===== config.mk =====
export PLATFORM = sky130hd
export DESIGN_NAME = tc_psum_sched
export DESIGN_NICKNAME = d
export VERILOG_FILES = /design/src/rtl/tc_psum_sched.sv
export SDC_FILE = /design/constraint.sdc
export NUM_CORES = 1
export LEC_CHECK = 0
export CELL_PAD_IN_SITES_DETAIL_PLACEMENT = 2
export CELL_PAD_IN_SITES_GLOBAL_PLACEMENT = 2
export CORE_ASPECT_RATIO = 1.25
export CORE_UTILIZATION = 18
export CTS_CLUSTER_DIAMETER = 50
export DETAILED_ROUTE_END_ITERATION = 8
export MAX_ROUTING_LAYER = met4
export PLACE_DENSITY = 0.74
export SLEW_MARGIN = 20
export SYNTH_ARGS = -nofsm -noshare
export SYNTH_HDL_FRONTEND = slang
export SYNTH_SLANG_ARGS = --single-unit

===== constraint.sdc =====
create_clock -name clk -period 1.43 [get_ports clk]
set_clock_uncertainty 0.05 [all_clocks]
set_input_delay 0.286 -clock clk [delete_from_list [all_inputs] [get_ports clk]]
set_output_delay 0.286 -clock clk [all_outputs]
set_load 0.05 [all_outputs]

===== src/rtl/tc_psum_sched.sv =====
// tc_psum_sched
// Sequencing controller for the tensor-core partial-sum line buffer.
// A fill phase forwards scattered element writes from the PE tiles into the
// buffer as one-cycle strobes. After the beat marked wr_last, a short settle
// guard runs, then the buffer is drained row by row to a downstream consumer.
//
// Handshakes: every valid/ready pair transfers exactly on a cycle where both
// are high at the rising clock edge. A producer holds valid and its payload
// stable until that cycle. Ready never depends combinationally on the
// matching valid.
//
// Ports:
//   clk, rst          clock; synchronous active-high reset
//   wr_valid/wr_ready upstream element stream (wr_row, wr_col, wr_data, wr_last)
//   buf_row, buf_col  buffer address (write address, or read row in REQ/WAIT)
//   buf_in            buffer write data
//   buf_input_en      buffer write strobe, one cycle per forwarded element
//   buf_out_en        buffer row-read request, one cycle per row
//   buf_out_valid     buffer row-read response, qualifies buf_out
//   rd_valid/rd_ready downstream row stream (rd_data, rd_row, rd_last)
//   done              one-cycle pulse after the final row handshake
//   err_oob           sticky: an out-of-range write was dropped
//   dbg_state         current FSM state encoding
module tc_psum_sched #(
  parameter int M       = 16,
  parameter int N       = 16,
  parameter int DW_DATA = 8,
  parameter int DW_POS  = 4,
  parameter int SETTLE  = 2
) (
  input  logic                 clk,
  input  logic                 rst,
  input  logic                 wr_valid,
  output logic                 wr_ready,
  input  logic [DW_POS-1:0]    wr_row,
  input  logic [DW_POS-1:0]    wr_col,
  input  logic [DW_DATA-1:0]   wr_data,
  input  logic                 wr_last,
  output logic [DW_POS-1:0]    buf_row,
  output logic [DW_POS-1:0]    buf_col,
  output logic [DW_DATA-1:0]   buf_in,
  output logic                 buf_input_en,
  output logic                 buf_out_en,
  input  logic                 buf_out_valid,
  input  logic [N*DW_DATA-1:0] buf_out,
  output logic                 rd_valid,
  input  logic                 rd_ready,
  output logic [N*DW_DATA-1:0] rd_data,
  output logic [DW_POS-1:0]    rd_row,
  output logic                 rd_last,
  output logic                 done,
  output logic                 err_oob,
  output logic [2:0]           dbg_state
);

  typedef enum logic [2:0] {
    S_IDLE    = 3'd0,
    S_FILL    = 3'd1,
    S_SETTLE  = 3'd2,
    S_REQ     = 3'd3,
    S_WAIT    = 3'd4,
    S_PRESENT = 3'd5
  } state_t;

  // One extra bit so that M or N equal to 2^DW_POS still compare correctly.
  localparam logic [DW_POS:0]   M_LIM       = (DW_POS + 1)'(M);
  localparam logic [DW_POS:0]   N_LIM       = (DW_POS + 1)'(N);
  localparam logic [DW_POS-1:0] ROW_LAST    = DW_POS'(M - 1);
  localparam logic [3:0]        SETTLE_LAST = 4'((SETTLE > 0) ? SETTLE - 1 : 0);

  state_t              state;
  state_t              state_next;
  logic [3:0]          settle_cnt;
  logic [DW_POS-1:0]   row_cnt;
  logic [DW_POS-1:0]   wr_row_q;
  logic                accept;
  logic                in_range;

  assign accept   = wr_valid && wr_ready;
  assign in_range = ({1'b0, wr_row} < M_LIM) && ({1'b0, wr_col} < N_LIM);

  // The address bus is shared: the drain phase owns it in REQ/WAIT,
  // otherwise it shows the last forwarded write address.
  assign buf_row   = (state == S_REQ || state == S_WAIT) ? row_cnt : wr_row_q;
  assign rd_row    = row_cnt;
  assign dbg_state = state;

  always_comb begin
    state_next = state;
    wr_ready   = 1'b0;
    buf_out_en = 1'b0;
    rd_valid   = 1'b0;
    rd_last    = 1'b0;
    case (state)
      S_IDLE, S_FILL: begin
        wr_ready = !rst;
        if (wr_valid && !rst) begin
          // A dropped out-of-range beat still ends the tile if it carries wr_last.
          if (wr_last) state_next = (SETTLE == 0) ? S_REQ : S_SETTLE;
          else         state_next = S_FILL;
        end
      end
      S_SETTLE: begin
        if (settle_cnt == SETTLE_LAST) state_next = S_REQ;
      end
      S_REQ: begin
        buf_out_en = 1'b1;
        state_next = S_WAIT;
      end
      S_WAIT: begin
        if (buf_out_valid) state_next = S_PRESENT;
      end
      S_PRESENT: begin
        rd_valid = 1'b1;
        rd_last  = (row_cnt == ROW_LAST);
        if (rd_ready) state_next = rd_last ? S_IDLE : S_REQ;
      end
      default: state_next = S_IDLE;
    endcase
  end

  always_ff @(posedge clk) begin
    if (rst) begin
      state        <= S_IDLE;
      settle_cnt   <= 4'd0;
      row_cnt      <= '0;
      wr_row_q     <= '0;
      buf_col      <= '0;
      buf_in       <= '0;
      buf_input_en <= 1'b0;
      rd_data      <= '0;
      done         <= 1'b0;
      err_oob      <= 1'b0;
    end else begin
      state        <= state_next;
      buf_input_en <= accept && in_range;
      done         <= (state == S_PRESENT) && rd_ready && rd_last;

      if (accept && in_range) begin
        wr_row_q <= wr_row;
        buf_col  <= wr_col;
        buf_in   <= wr_data;
      end
      if (accept && !in_range) err_oob <= 1'b1;

      if (state == S_SETTLE) settle_cnt <= settle_cnt + 4'd1;
      else                   settle_cnt <= 4'd0;

      // Responses outside WAIT are stray and must not disturb rd_data.
      if (state == S_WAIT && buf_out_valid) rd_data <= buf_out;

      if (state == S_PRESENT && rd_ready) begin
        if (rd_last) row_cnt <= '0;
        else         row_cnt <= row_cnt + 1'b1;
      end
    end
  end

endmodule

Word level (Yosys, flattened, before mapping)
Index checks and enable logic that the tools add are counted.
- flip-flop bits (word level): 157
- input port bits: 150
- output and inout bits: 158
- logic and storage cells: 47
- add/subtract/negate cells: 2
- eq/ne operators: 11
- multiplexer cells: 13
- bitwise operators: 1
- reduce and logical (&&, ||, !) cells: 11
- operator list (operator ; count):
    $pmux W3 S5 ; 1
    $mux W3 ; 4
    $add A4 B1 Y4 const B ; 2
    $mux W4 ; 2
    $ne A2 B2 Y1 const B ; 4
    $eq A3 B2 Y1 const B ; 2
    $eq A3 B3 Y1 const B ; 2
    $logic_and A1 B1 Y1 ; 5
    $eq A4 B1 Y1 const B ; 1
    $eq A4 B4 Y1 const B ; 1
    $mux W1 ; 4
    $mux W2 ; 2
    $reduce_and A4 Y1 ; 1
    $reduce_or A2 Y1 ; 2
    $eq A3 B1 Y1 const B ; 1
    $logic_not A3 Y1 ; 1
    $logic_not A1 Y1 ; 1
    $logic_or A1 B1 Y1 ; 1
    $not A1 Y1 ; 1

Depth between registers and ports, before layout
- depth in word-level cells: 4
- mapped depth: 7
- mapped depth without buffers: 5

Worst setup path before layout
OpenSTA, ideal clock, no wires.
- kind: register to output
- start point: register state[1] (netlist: dbg_state[1])
- end point: output port buf_row[0]
- arrival: 2340 ps
- path slack: -1246 ps
- cell stages (with the launch flop): 6
- buffers on the path: 1
- path through: dfxtp_1 > buf_4 > nand2_1 > nor2_1 > a21oi_1 > mux2_2
- longest elaborated chain between the ends: 3
- ends and longest elaborated chain (item ; RTL line ; RTL):
    start: declaration ; 71 ; state_t state;
    start signal: assignment ; 135 ; state <= state_next;
    $eq A3 B2 Y1 / $eq A3 B3 Y1 (equally long branches) ; 84 ; assign buf_row = (state == S_REQ || state == S_WAIT) ? row_cnt : wr_row_q;
    $logic_or A1 B1 Y1 (*) ; 84 ;
    $mux W4 (*) ; 84 ;
    end: declaration ; 39 ; output logic [DW_POS-1:0] buf_row,
Every way passes the cells marked *; elsewhere a longest branch is shown, timed or not.

Worst setup path in the final report
- start point: register state[2] (netlist: dbg_state[2])
- end point: output port buf_row[3]
The elaborated chain is that of the path after synthesis.

==> reports/results.ini <==
[sta]
drv_slew=0
post-route-period-util_pct=138
slew_headroom_pct=65.1
setup_viol=157
max_freq_mhz=507
period_minus_slack_ns=1.97
setup_ws_ns=-0.543
rsz0062_at_grt=yes
timing.hold.ws_ns=0.271
hold_violations=0
worst_slew_pin_slew_ns=0.524

[floorplan]
core_area_sq_um=31200
die_y_microns=202
rows=72
fp.dieArea_sq_um=32600
die_w_microns=162
ios=308
initial_core_util_pct=18.4

[drt]
routed_wl_microns=27800
drc=0
viasPerCell=4.26
ant_nets=0
post_drt_wl_per_cell_microns=18.7
drt-pass1-iter-count=4
drt_iter0_drc=202
route.vias.total=6317

[min_path]
hold_path.class=in -> reg
min-delay-start=rst
whs_path_depth=3
holdPathEnd=settle_cnt[1]$_SDFF_PP0_

[clock_network]
cts_buffers=17
insertion_delay_ns=0.43
clk_pin_slew_ns=0.06
cts_root_buffer=clkbuf_16
cts.sinks=157
htree_levels=4
cts_tree=built
holdBufCountCts=0
cts_buffer_depth=2

[critical_path]
reg2reg_depth=9
crit_slowest_cell=dfxtp_4
r2r_start=dbg_state[2]$_SDFFE_PP0P_
reg2reg_to=rd_data[89]$_SDFFE_PP0P_
path_cells=nor2b_4, a21oi_4, mux2_4, buf_8
reg2reg_slack_ns=-0.36
max_stage_delay_ns=0.34
path_max_fanout=4
end_kind=output port
crit_arrival_ns=1.64
critPathRequiredTime_ns=1.09
start_kind=register
crit_type=reg -> out

[synthesis]
ys_seq_area_share_pct=54.7
synth_async_sr_flop_share_pct=0
yosysMostFrequentCell=nand2_1
synth_top_area_cell=dfxtp_1
ys_ff_latch=157
synth.area.top_cells=dfxtp_1 55%, nand2_1 18%, a21oi_1 12%
synthFlopType=dfxtp_1
synthTopCellsByCount=279 x nand2_1, 157 x dfxtp_1, 134 x a21oi_1
syn_avg_cell_area_sq_um=8.11
synth_enable_flop_cells=0
syn-instance-count=708
syn_area_sq_um=5740
ys_types=35
synth_nets=861
netlist.area_leader.share_pct=54.7
yosysWarnings=0

[layout]
n_fill_cell=3303
fin_nets=1213
regArea_sq_um=3170
final_area_sq_um=12700
multi_input_area_sq_um=2590
fin_util_pct=40.6
drive_above_1_share_pct=33.0
syn2layout_area_growth_pct=120

[global_routing]
grt_first_pass_wirelength_microns=41900
gr-total-overflow=0
antenna_found_initial=4
grt_pass1_vias=7325
grt_max_degree=84
track_usage_pct=17.7

[power_and_ir_drop]
power_density_nw_per_um2=818
p_leak_nw=4.52
peakVddDrop_mv=0.614

[run]
cap_violations=0

[status]
status=complete, but fails checks
failed_checks=setup timing

[place]
routabilityCongestion=0.728
dpl.hpwl_microns=19300
place_area_sq_um=11200
port_buffers=306

-- worst max path at each step --
| stage | from | to | slack, ns |
|---|---|---|---|
| 3_5_place_dp | buf_out_valid | rd_data[16]$_SDFFE_PP0P_ | -0.37 |
| 4_1_cts | dbg_state[2]$_SDFFE_PP0P_ | buf_row[2] | -0.59 |
| 3_3_place_gp | buf_out_valid | rd_data[15]$_SDFFE_PP0P_ | -0.28 |
| 2_1_floorplan | dbg_state[1]$_SDFFE_PP0P_ | buf_row[0] | -0.39 |
| 6_report | dbg_state[2]$_SDFFE_PP0P_ | buf_row[3] | -0.54 |
| 5_1_grt | dbg_state[2]$_SDFFE_PP0P_ | buf_row[3] | -0.61 |
-- area by class of cell --
cell class	instances	share of cell area, %
clock buffer	24	3.97
clock inverter	8	0.455
sequential	157	25.0
timing repair buffer	386	45.9
antenna	4	0.0791
multi-input combinational	495	20.4
inverter	3	0.119
tap	407	4.02
-- cells in the final DEF, fill, tap and decap left out, types with 3 or more instances in the layout --
cell / netlist / layout
buf_4: 4 / 30
dfxtp_1: 157 / 150
dfxtp_4: 0 / 6
clkinvlp_4: 0 / 5
clkdlybuf4s50_1: 0 / 148
bufbuf_16: 0 / 5
nor2_1: 12 / 10
nand2b_1: 17 / 17
buf_6: 13 / 16
o21ai_1: 1 / 16
clkbuf_1: 17 / 3
nand2_2: 0 / 5
a21oi_2: 0 / 55
mux2_4: 0 / 4
buf_8: 0 / 4
clkbuf_16: 0 / 18
a21oi_1: 134 / 78
diode_2: 0 / 4
buf_12: 0 / 178
nor3_1: 3 / 3
buf_16: 0 / 5
clkbuf_8: 0 / 3
nand2_1: 279 / 272
-- power by group --
part,internal [mW],total [mW],switching [mW],leakage [nW]
clock network,2.47,4.42,1.96,0.264
logic,0.804,1.43,0.623,2.98
registers,4.43,4.51,0.0735,1.27
-- per-stage QoR --
stage / power, mW / worst slack [ns] / setup TNS [ns] / instances
after detailed placement: 5.91 / -0.366 / -38.92 / 1412
after global placement: 5.89 / -0.276 / -31.32 / 1412
after CTS: 10.5 / -0.592 / -33.35 / 1472
final: 10.4 / -0.543 / -39.15 / 1484
after global routing: 10.8 / -0.610 / -49.55 / 1484
after floorplan: 5.08 / -0.386 / -9.35 / 708
-- metal layers --
| layer | vias to the layer above | routed length [microns] | track usage, % |
|---|---|---|---|
| met5 | - | 0 | - |
| met1 | 3087 | 9710 | 16.7 |
| li1 | 2994 | - | - |
| met4 | 0 | 702 | 7.31 |
| met3 | 35 | 1460 | 4.58 |
| met2 | 201 | 15900 | 33.3 |
-- sequential cells by signal, summed over array words and instances (netlist names) --
register,flops
wr_row_q,4
buf_col,4
done,1
buf_input_en,1
rd_data,128
dbg_state,3
settle_cnt,4
rd_row,4
buf_in,8
-- critical path: cells and delay by family, from the launching register on --
| family | cells | cell delay (ns) |
|---|---|---|
| multiplexers | 1 | 0.34 |
| flip-flops | 1 | 0.34 |
| AND/OR/NAND/NOR | 1 | 0.13 |
| buffers and inverters | 1 | 0.15 |
| AO/OA/AOI/OAI | 1 | 0.24 |
-- timing repair --
action / CTS / global route
cloned: 10 / 0
setup endpoints to repair: 146 / 164
setup buffers: 19 / 9
resized for setup: 54 / 41
pin swaps: 6 / 2
-- logic make-up (layout without fill, tap and decap cells) --
logic type | count (synthesis) | count (layout) | share of synthesized area (%)
adder cells (fa/ha/maj) | 3 | 3 | 0.654
flip-flops | 157 | 157 | 54.7
other | 1 | 5 | 0.0653
AO/OA/AOI/OAI | 157 | 157 | 14.0
XOR/XNOR | 3 | 3 | 0.458
AND/OR/NAND/NOR | 325 | 325 | 22.9
buffers and inverters | 56 | 421 | 6.03
multiplexers | 6 | 6 | 1.13
(Power assumes the default switching activity.)
